`src/rtl/sms4_lin_iter.sv`:
```
// Iterative SMS4 linear transform L(B) = B ^ B<<<2 ^ B<<<10 ^ B<<<18 ^ B<<<24, one rotation per cycle.
// Optional macro SMS4_LIN_KEY_EN adds key_mode selecting L'(B) = B ^ B<<<13 ^ B<<<23.
module sms4_lin_iter #(
  parameter int BWIDTH = 32
) (
  input  logic              clk,
  input  logic              rst,
  input  logic [0:BWIDTH-1] lin_in,
  input  logic              in_valid,
  output logic              in_ready,
`ifdef SMS4_LIN_KEY_EN
  input  logic              key_mode,
`endif
  output logic [0:BWIDTH-1] lin_out,
  output logic              out_valid,
  input  logic              out_ready,
  output logic              busy
);

  if (BWIDTH != 32) begin : g_bad_width
    $error("sms4_lin_iter: only BWIDTH=32 is supported");
  end

  typedef enum logic [1:0] {IDLE, RUN, DONE} state_t;

  state_t            state, state_nxt;
  logic [0:BWIDTH-1] rot, rot_nxt;
  logic [0:BWIDTH-1] acc, acc_nxt;
  logic [0:BWIDTH-1] lin_out_nxt;
  logic [0:BWIDTH-1] rot_shift;
  logic [1:0]        step, step_nxt;
  logic [4:0]        amt;
  logic              last_step;
  logic              out_valid_nxt;
  logic              key_q;

  // Bit 0 is the MSB, so a numeric left shift moves bit i+n into bit i.
  function automatic logic [0:BWIDTH-1] rotl(input logic [0:BWIDTH-1] v, input logic [4:0] n);
    return (v << n) | (v >> (BWIDTH - int'(n)));
  endfunction

`ifdef SMS4_LIN_KEY_EN
  logic key_nxt;

  always_ff @(posedge clk) begin
    if (rst) begin
      key_q <= 1'b0;
    end else begin
      key_q <= key_nxt;
    end
  end

  always_comb begin
    key_nxt = key_q;
    if (state == IDLE && in_valid) begin
      key_nxt = key_mode;
    end
  end
`else
  assign key_q = 1'b0;
`endif

  // Incremental rotations; each step's amount is relative to the previous rotate value.
  always_comb begin
    amt       = 5'd6;
    last_step = 1'b0;
    if (key_q) begin
      amt       = (step == 2'd0) ? 5'd13 : 5'd10;
      last_step = (step == 2'd1);
    end else begin
      case (step)
        2'd0:    amt = 5'd2;
        2'd1:    amt = 5'd8;
        2'd2:    amt = 5'd8;
        default: amt = 5'd6;
      endcase
      last_step = (step == 2'd3);
    end
  end

  assign rot_shift = rotl(rot, amt);

  always_comb begin
    state_nxt     = state;
    rot_nxt       = rot;
    acc_nxt       = acc;
    step_nxt      = step;
    lin_out_nxt   = lin_out;
    out_valid_nxt = out_valid;
    case (state)
      IDLE: begin
        if (in_valid) begin
          rot_nxt   = lin_in;
          acc_nxt   = lin_in;
          step_nxt  = 2'd0;
          state_nxt = RUN;
        end
      end
      RUN: begin
        rot_nxt  = rot_shift;
        acc_nxt  = acc ^ rot_shift;
        step_nxt = step + 2'd1;
        if (last_step) begin
          lin_out_nxt   = acc ^ rot_shift;
          out_valid_nxt = 1'b1;
          state_nxt     = DONE;
        end
      end
      DONE: begin
        if (out_ready) begin
          out_valid_nxt = 1'b0;
          state_nxt     = IDLE;
        end
      end
      default: state_nxt = IDLE;
    endcase
  end

  always_ff @(posedge clk) begin
    if (rst) begin
      state     <= IDLE;
      rot       <= '0;
      acc       <= '0;
      step      <= 2'd0;
      lin_out   <= '0;
      out_valid <= 1'b0;
    end else begin
      state     <= state_nxt;
      rot       <= rot_nxt;
      acc       <= acc_nxt;
      step      <= step_nxt;
      lin_out   <= lin_out_nxt;
      out_valid <= out_valid_nxt;
    end
  end

  // Gated by rst so nothing looks acceptable during the reset cycle.
  assign in_ready = (state == IDLE) && !rst;
  assign busy     = (state != IDLE);

endmodule

```
`config.mk`:
```
export PLATFORM = sky130hd
export DESIGN_NAME = sms4_lin_iter
export DESIGN_NICKNAME = d
export VERILOG_FILES = /design/src/rtl/sms4_lin_iter.sv
export SDC_FILE = /design/constraint.sdc
export NUM_CORES = 1
export LEC_CHECK = 0
export CAP_MARGIN = 10
export CORE_ASPECT_RATIO = 1.25
export CORE_UTILIZATION = 54
export CTS_CLUSTER_DIAMETER = 40
export CTS_CLUSTER_SIZE = 40
export DETAILED_ROUTE_END_ITERATION = 7
export DONT_BUFFER_PORTS = 1
export PLACE_DENSITY_LB_ADDON = 0.05
export SLEW_MARGIN = 25
export SYNTH_ARGS = -nofsm -noshare
export SYNTH_HDL_FRONTEND = slang
export SYNTH_SLANG_ARGS = --single-unit
```
`constraint.sdc`:
```
create_clock -name clk -period 5.6 [get_ports clk]
set_clock_uncertainty 0.15 [all_clocks]
set_input_delay 0.28 -clock clk [delete_from_list [all_inputs] [get_ports clk]]
set_output_delay 0.28 -clock clk [all_outputs]
set_load 0.01 [all_outputs]
```
After elaboration in Yosys (flattened, before gate mapping). Cells that the tools add are included.

Register bits: 101. Bits in latches: 0. RAM bits: 0. Memory bits (read-only): 0. Bits of input ports: 36. Output and inout bits: 35. Word-level logic and storage cells: 45. Memories: 0.

$add $sub $neg: 2. Multiply operators: 0. Divide/modulo/power cells: 0. Order comparisons: 0. Equal/unequal tests: 8. Shift-type cells: 2. Muxes and demuxes: 13. Bitwise gates (word level): 2. Reductions and logical operators: 12.

Operator list (count): 32-bit one-hot mux with 2 select lines (2); 32-bit 2-to-1 mux (1); 32-bit OR (1); 32-bit by 5-bit << shifter with 32-bit output (1); 32-bit by 32-bit >> shifter with 32-bit output (1); 32-bit XOR (1); 2-bit 2-to-1 mux (4); 4-bit one-hot mux with 2 select lines (1); 6-bit by 5-bit subtractor with 7-bit output (first input constant) (1); 2-bit == test (second input constant) (3); 2-bit != test (second input constant) (3); 2-bit one-hot mux with 3 select lines (1); 3-bit AND reduction (2); 2-bit nonzero test (3); 2-bit by 1-bit == test with 1-bit output (second input constant) (2); 2-bit zero test (2); 2-bit one-hot mux with 2 select lines (1); 2-bit AND reduction (2); 2-bit by 1-bit adder with 2-bit output (second input constant) (1); 1-bit 2-to-1 mux (2); 1-bit one-hot mux with 2 select lines (1); 2-bit OR reduction (1); 1-bit logical AND (1); 1-bit zero test (1).

Longest topological paths before layout. Gate-level depths: netlist (run 1).

Depth in word-level cells: 8. Mapped depth: 13. Gate-level depth less buffers: 9.

Worst setup path before layout (run 1). OpenSTA, ideal clock, no wires.

Path kind: reg-to-reg. From: register step[0]. To: register acc[22] (netlist name). Setup time: 120 ps. Arrival: 2585 ps. Required time: 5330 ps. Slack: 2746 ps. Stages on the path, launching flop included: 13. Buffers on the path: 4. Clock period less this slack: 2854 ps. Cells stage by stage: dfxtp_1 inv_1 ha_1 buf_2 inv_4 buf_2 ha_1 buf_2 buf_4 a21o_1 a221oi_2 nor3_1 a211o_1.

Cells in the longest elaborated chain, start to end: 8. Elaborated cells between the ends (all ways): 11. Classes of those cells: add/sub: 1; eq/ne: 2; shift: 2; mux: 2; bitwise: 2; reduce/logical: 2.

Ends and longest elaborated chain: from (decl) (RTL line 31) `logic [1:0] step, step_nxt;`; from (signal assigned) (RTL line 131) `step <= step_nxt;`; 2-bit by 1-bit == test with 1-bit output or 2-bit == test (tied branches) (RTL line 71) `case (step)`; 2-bit OR reduction (no source line); 4-bit one-hot mux with 2 select lines (*) (RTL line 71); 6-bit by 5-bit subtractor with 7-bit output (RTL line 39) `return (v << n) | (v >> (BWIDTH - int'(n)));`; 32-bit by 32-bit >> shifter with 32-bit output (RTL line 39); 32-bit OR (*) (RTL line 39); 32-bit XOR (*) (RTL line 101) `acc_nxt = acc ^ rot_shift;`; 32-bit one-hot mux with 2 select lines (*) (RTL line 90) `case (state)`; to (signal assigned) (RTL line 130) `acc <= acc_nxt;`; to (decl) (RTL line 28) `logic [0:BWIDTH-1] acc, acc_nxt;`.

Every way passes the cells marked *; elsewhere a longest branch is shown, timed or not. A chain may end at the register's enable or synchronous reset.

Final worst setup path (run 1).
From: register step[0]. To: register rot[25] (netlist name).

Cells in the longest elaborated chain, start to end: 7. Elaborated cells between the ends (all ways): 10. Classes of those cells: add/sub: 1; eq/ne: 2; shift: 2; mux: 2; bitwise: 1; reduce/logical: 2.

Ends and longest elaborated chain: 2-bit by 1-bit == test with 1-bit output or 2-bit == test (tied branches) (RTL line 71); 2-bit OR reduction (no source line); 4-bit one-hot mux with 2 select lines (*) (RTL line 71); 6-bit by 5-bit subtractor with 7-bit output (RTL line 39); 32-bit by 32-bit >> shifter with 32-bit output (RTL line 39); 32-bit OR (*) (RTL line 39); 32-bit one-hot mux with 2 select lines (*) (RTL line 90); to (signal assigned) (RTL line 129) `rot <= rot_nxt;`; to (decl) (RTL line 27) `logic [0:BWIDTH-1] rot, rot_nxt;`.

Marks and branches as above.

==> results.yml, run 1 <==
synthesis:
  synth_cell_types: 69
  synth_top_area_share_pct: 32.2
  syn_nets: 805
  synth.yosys.seq_area_share_pct: 32.2
  async_flop_share_pct: 0
  ys_warn_count: 0
  avgSynthCellArea_sq_um: 8.21
  synth_area_leader_cell: "dfxtp_1"
  syn_area_sq_um: 6280
  yosys-top-cells-area: "dfxtp_1, mux2i_1, nand2_1"
  yosys_register_bits: 101
  synth-main-ff-cell: "dfxtp_1"
  synth_edf_count: 0
  syn_inst: 764
floorplanning:
  die_area_sq_um: 12100
  die_x_microns: 98.4
  row_count: 43
  pin_count: 71
  start_util_pct: 56.1
  die_height_microns: 123
  core-area_sq_um: 11200
global_routing:
  grt_pass1_wl_mm: 30.5
  grt_max_degree: 92
  grt_overflow: 0
  grt.total_usage_pct: 32.5
  grt_antenna_before_repair: 0
  grt_pass1_vias: 5609
worst_setup_path:
  critPathTopFamily: "adder cells"
  critPathKind: "register to register"
  cp_slowest_stage_delay_ns: 0.82
  crit_chain: "inv_1, ha_1, buf_4, ha_1, nor2b_1, o2bb2ai_1, nand2_1, a31oi_1, dlygate4sd3_1"
  cp_max_fo: 48
  cp-start-kind: "register"
  end_kind: "register"
  worstPathArrival_ns: 3.83
  crit_top_cell: "ha_1"
  slowest_stage: "ha_1"
  cp_num_buf_inv: 3
  crit_required_ns: 5.69
cts:
  cts-resized-gates: 0
  clkLatencyLatePin_ns: 0.35
  clk_pin_slew_ns: 0.07
  cts_tree: "built"
  cts_buffer_depth: 2
  cts-buffers-inserted: 9
  root_buffer: "clkbuf_16"
  htree_levels: 3
  cts.sinks: 101
finish:
  syn_to_final_growth_pct: 8.39
  drive_gt1_share_pct: 7.08
  nets: 785
  stdcell_count: 884
  stdcell_area_sq_um: 6800
  n_antenna_cell: 0
  multi_input_area_sq_um: 3880
  regArea_sq_um: 2020
  n_fill_cell: 1023
drt:
  drt_wl_total_mm: 19.4
  drc: 6
  ant_nets: 0
  routed_via_density: 6.72
  vias: 5937
  wl_per_cell_microns: 21.9
  dr.pass1.iters: 8
  drt_iter0_drc: 426
place:
  placed_area_sq_um: 6150
  port_buffers: 0
  dp.cells: 835
  hpwl_mm: 12.6
  place_congestion: 0.932
  place_ws_ns: 2.06
timing:
  period_share_pct: 66.7
  final-setup-viol-count: 0
  rsz0062_at_grt: "false"
  finalMaxSlewViolations: 0
  slew_headroom_pct: 32.3
  final_hold_viol_count: 0
  fmax_mhz: 268
  tns_ns: 0
  worst_pin_slew_ns: 1.01
  post-route-min-period_ns: 3.73
  setup_ws_ns: 1.87
status:
  violations: "design-rule violations"
  status: "complete, but fails checks"
power_and_ir_drop:
  power_density_nw_per_um2: 278
  total_power_mw: 1.89
  ir_worst_vdd_v: 0.000123
  leakage_nw: 2.31
hold_path:
  hold_path.class: "input port to register"
flow_run:
  max_cap_violations: 0
-- cells in the final DEF, fill, tap and decap left out, types with 17 or more instances in the layout --
cell type,netlist,routed
o21ai_0,18,18
nand2_1,76,76
a31oi_1,37,37
a21oi_1,34,34
a211oi_1,25,25
dlygate4sd3_1,0,32
mux2i_1,38,38
xnor2_1,17,17
nor2_1,71,71
nand2b_1,21,21
dfxtp_1,101,101
nand3b_1,21,21
-- repair_timing --
action / 4_1_cts / 5_1_grt
hold endpoints to repair: 88 / 0
setup buffers: 0 / 0
hold buffers: 33 / 0
-- worst min-delay path: stages --
cell     delay (ns)
nor3_1         0.05
nand2_1        0.06
nand3_1        0.06
-- report_power, final --
group          total, mW  switching [mW]  internal [mW]
logic              0.418           0.252          0.166
clock network      0.645           0.285          0.360
registers          0.825          0.0645          0.760
-- synth_stat cells, types with 7 or more instances --
library cell  count
nand2b_1         21
a22oi_1           9
xnor2_1          17
o2bb2ai_1         8
nor2b_1          17
o22ai_1          11
a21oi_1          34
a222oi_1         14
o21ai_1          16
a211o_1          11
a31oi_1          37
o21ai_0          18
a211oi_1         25
clkbuf_1         30
nor4_1            8
buf_4             8
mux2i_1          38
nand2_1          76
mux2_2            9
nand3_1           7
nor2_1           71
o31ai_1           7
nand3b_1         21
o221ai_1          8
nor3_1           11
nor3b_1           7
dfxtp_1         101
buf_2            27
-- layer usage --
metal	vias up	global-route usage [%]	part of all wire (%)	wire [microns]
met5	-	0	0	0
met4	0	14.4	3.3	632
met3	42	6.38	5.9	1150
met2	189	55.7	49	9510
met1	2910	39.6	42	8100
li1	2796	-	-	-
-- through the flow --
step / util (%) / hold slack, ns
6_report: 60.8 / 0.0140
5_1_grt: 60.8 / 0.0286
4_1_cts: 60.8 / 0.000577
3_5_place_dp: 55.0 / 0.215
3_3_place_gp: 55.0 / 0.211
2_1_floorplan: - / 0.280
-- flip-flops by register name, indices dropped and copies added (netlist names) --
name       count
rot           32
step           2
state          2
lin_out       32
out_valid      1
acc           32
-- path summary, 6_finish.rpt --
kind                               from     endpoint  slack [ns]  cells after the start
worst max-delay path            step[0]      rot[25]        1.87                      9
worst min-delay path                rst  lin_out[19]        0.01                      3
worst max register to register  step[0]      rot[25]        1.87                      9
worst min register to register  acc[10]      acc[10]        0.36                      2
-- area by class of cell --
class / count / share of cell area (%)
clock buffer: 11 / 3.57
clock inverter: 5 / 0.883
inverter: 8 / 0.478
multi-input combinational: 585 / 57.1
sequential: 101 / 29.7
tap: 135 / 2.48
timing repair buffer: 39 / 5.78
-- cells by family (layout without fill, tap and decap cells) --
group,after synthesis,after routing,share of synthesized area (%)
flops,101,101,32.2
xor+xnor,22,22,3.07
buf+inv,78,63,5.96
compound gates,238,238,27.3
simple gates,267,267,21.6
mux,53,53,8.93
fa+ha+maj,5,5,0.997
Note: power is estimated with default switching activity, not from simulation.
==> run 2: changes to the inputs <==
==> constraint.sdc (replaced) <==
create_clock -name clk -period 3 [get_ports clk]
set_clock_uncertainty 0.15 [all_clocks]
set_input_delay 0.15 -clock clk [delete_from_list [all_inputs] [get_ports clk]]
set_output_delay 0.15 -clock clk [all_outputs]
set_load 0.01 [all_outputs]
==> run 2 against run 1 <==
Against the previous run: the flow still finishes with violations (design-rule violations); cell area up 3.1%; register-to-register slack worse by 1.7 ns; critical path depth up 1; clock power up 84%; combinational power up 100%; sequential power up 85%; core utilization up 1.9 points; critical path type unchanged; largest cell class unchanged.
==> results.yml, run 2 (same netlist as run 1, synthesis figures left out) <==
status:
  status: "complete, but fails checks"
  violations: "design-rule violations"
drt:
  routed_via_density: 6.59
  ant_nets: 0
  wl_per_cell_microns: 22.0
  drc: 4
  vias: 5975
  dr.pass1.iters: 8
  drt_iter0_drc: 526
  drt_wl_total_mm: 19.9
timing:
  post-route-min-period_ns: 2.81
  tns_ns: 0
  period_share_pct: 93.7
  final_hold_viol_count: 0
  slew_headroom_pct: 56.1
  rsz0062_at_grt: "false"
  finalMaxSlewViolations: 0
  final-setup-viol-count: 0
  worst_pin_slew_ns: 0.659
  fmax_mhz: 356
finish:
  utilization_pct: 62.6
  stdcell_count: 907
  final_cell_mix: "dfxtp_1, nand2_1, nor2_1"
  reg_top3: "acc x32, lin_out x32, rot x32"
  n_antenna_cell: 0
  drive_gt1_share_pct: 9.72
  n_fill_cell: 997
  nets: 808
  syn_to_final_growth_pct: 11.7
  layout_commonest_cell: "dfxtp_1"
global_routing:
  grt_antenna_before_repair: 0
  grt_pass1_vias: 5791
  busiest_layer: "met2"
  grt_use_met3_pct: 5.47
  met1_usage_pct: 41.4
  grt_util_met2_pct: 57.0
  grt_max_degree: 127
  grt_pass1_wl_mm: 31.6
  grt.total_usage_pct: 33.9
  grt_overflow: 0
place:
  place_congestion: 0.947
  dp.cells: 857
  hpwl_mm: 14.0
  port_buffers: 0
floorplanning:
  pin_count: 71
  die_area_sq_um: 12100
  start_util_pct: 56.1
  row_count: 43
  die_x_microns: 98.4
  die_height_microns: 123
  core-area_sq_um: 11200
worst_setup_path:
  ff2ff_path_depth: 10
  cp_max_fo: 19
  cp-start-kind: "register"
  worstPathArrival_ns: 2.92
  crit_required_ns: 3.11
  end_kind: "register"
  critPathKind: "register to register"
cts:
  cts_setup_buffers: 0
  root_buffer: "clkbuf_16"
  cts.sinks: 101
  cts_buffer_depth: 2
  clk_pin_slew_ns: 0.07
  clkLatencyLatePin_ns: 0.34
  htree_levels: 3
  cts_tree: "built"
  cts-buffers-inserted: 9
flow_run:
  max_cap_violations: 0
hold_path:
  hold_path_depth: 4
  hold_path.class: "input port to register"
power_and_ir_drop:
  ir_worst_vdd_v: 0.000332
  leakage_nw: 2.43
  power_density_nw_per_um2: 508
==> run 2: cell types whose count changed in the layout (fill, tap and decap cells not counted) <==
cell / change
a31oi_1: -1
or2_2: -1
or2_1: +1
dlygate4sd3_1: +1
a2111oi_1: +1
a31oi_2: +1
a2111oi_0: -1
buf_4: +20
buf_12: +2
==> run 2: final cells by class <==
cell class	count	area (sq um)	share of cell area, %
multi-input combinational	585	3890	55.5
clock buffer	11	243	3.46
clock inverter	5	60.1	0.857
timing repair buffer	62	593	8.46
inverter	8	32.5	0.464
tap	135	169	2.41
sequential	101	2020	28.8
==> run 2: timing repair <==
action	4_1_cts	5_1_grt
hold endpoints to repair	101	0
setup endpoints to repair	0	2
resized for setup	0	2
hold buffers	34	0
==> run 2: power by group <==
part	internal, mW	switching (mW)
registers	1.42	0.110
clock network	0.672	0.519
logic	0.336	0.507
==> run 2: through the flow <==
step / worst slack [ns] / cell area, sq um / total power, mW / hold slack [ns]
after floorplan: 0.146 / 6280 / 2.13 / 0.150
after global placement: 0.299 / 6340 / 2.29 / 0.0800
after detailed placement: 0.231 / 6340 / 2.32 / 0.0817
after CTS: 0.199 / 7000 / 3.57 / 0.00149
after global routing: 0.0127 / 7010 / 3.71 / 0.0169
final: 0.190 / 7010 / 3.56 / 0.0190
==> run 2: worst max-delay path, cell delays in order, from the launching register on <==
cell	delay, ns
dfxtp_1	0.42
inv_1	0.09
ha_1	0.38
inv_4	0.04
ha_1	0.26
buf_4	0.22
nor3_4	0.31
nand3_1	0.11
a31oi_1	0.36
xnor2_1	0.14
a211oi_1	0.24
==> run 2: path summary, 6_finish.rpt <==
| path | startpoint | to | slack, ns |
|---|---|---|---|
| worst max-delay path | step[0] | lin_out[1] | 0.19 |
| worst max register to register | step[0] | lin_out[1] | 0.19 |
| worst min register to register | lin_out[2] | lin_out[2] | 0.36 |
| worst min-delay path | lin_in[21] | acc[21] | 0.02 |
==> run 2: routing by layer <==
layer / wire, microns / up-vias
li1: - / 2847
met1: 8310 / 2845
met2: 9610 / 224
met3: 1050 / 59
met4: 947 / 0
met5: 0 / -
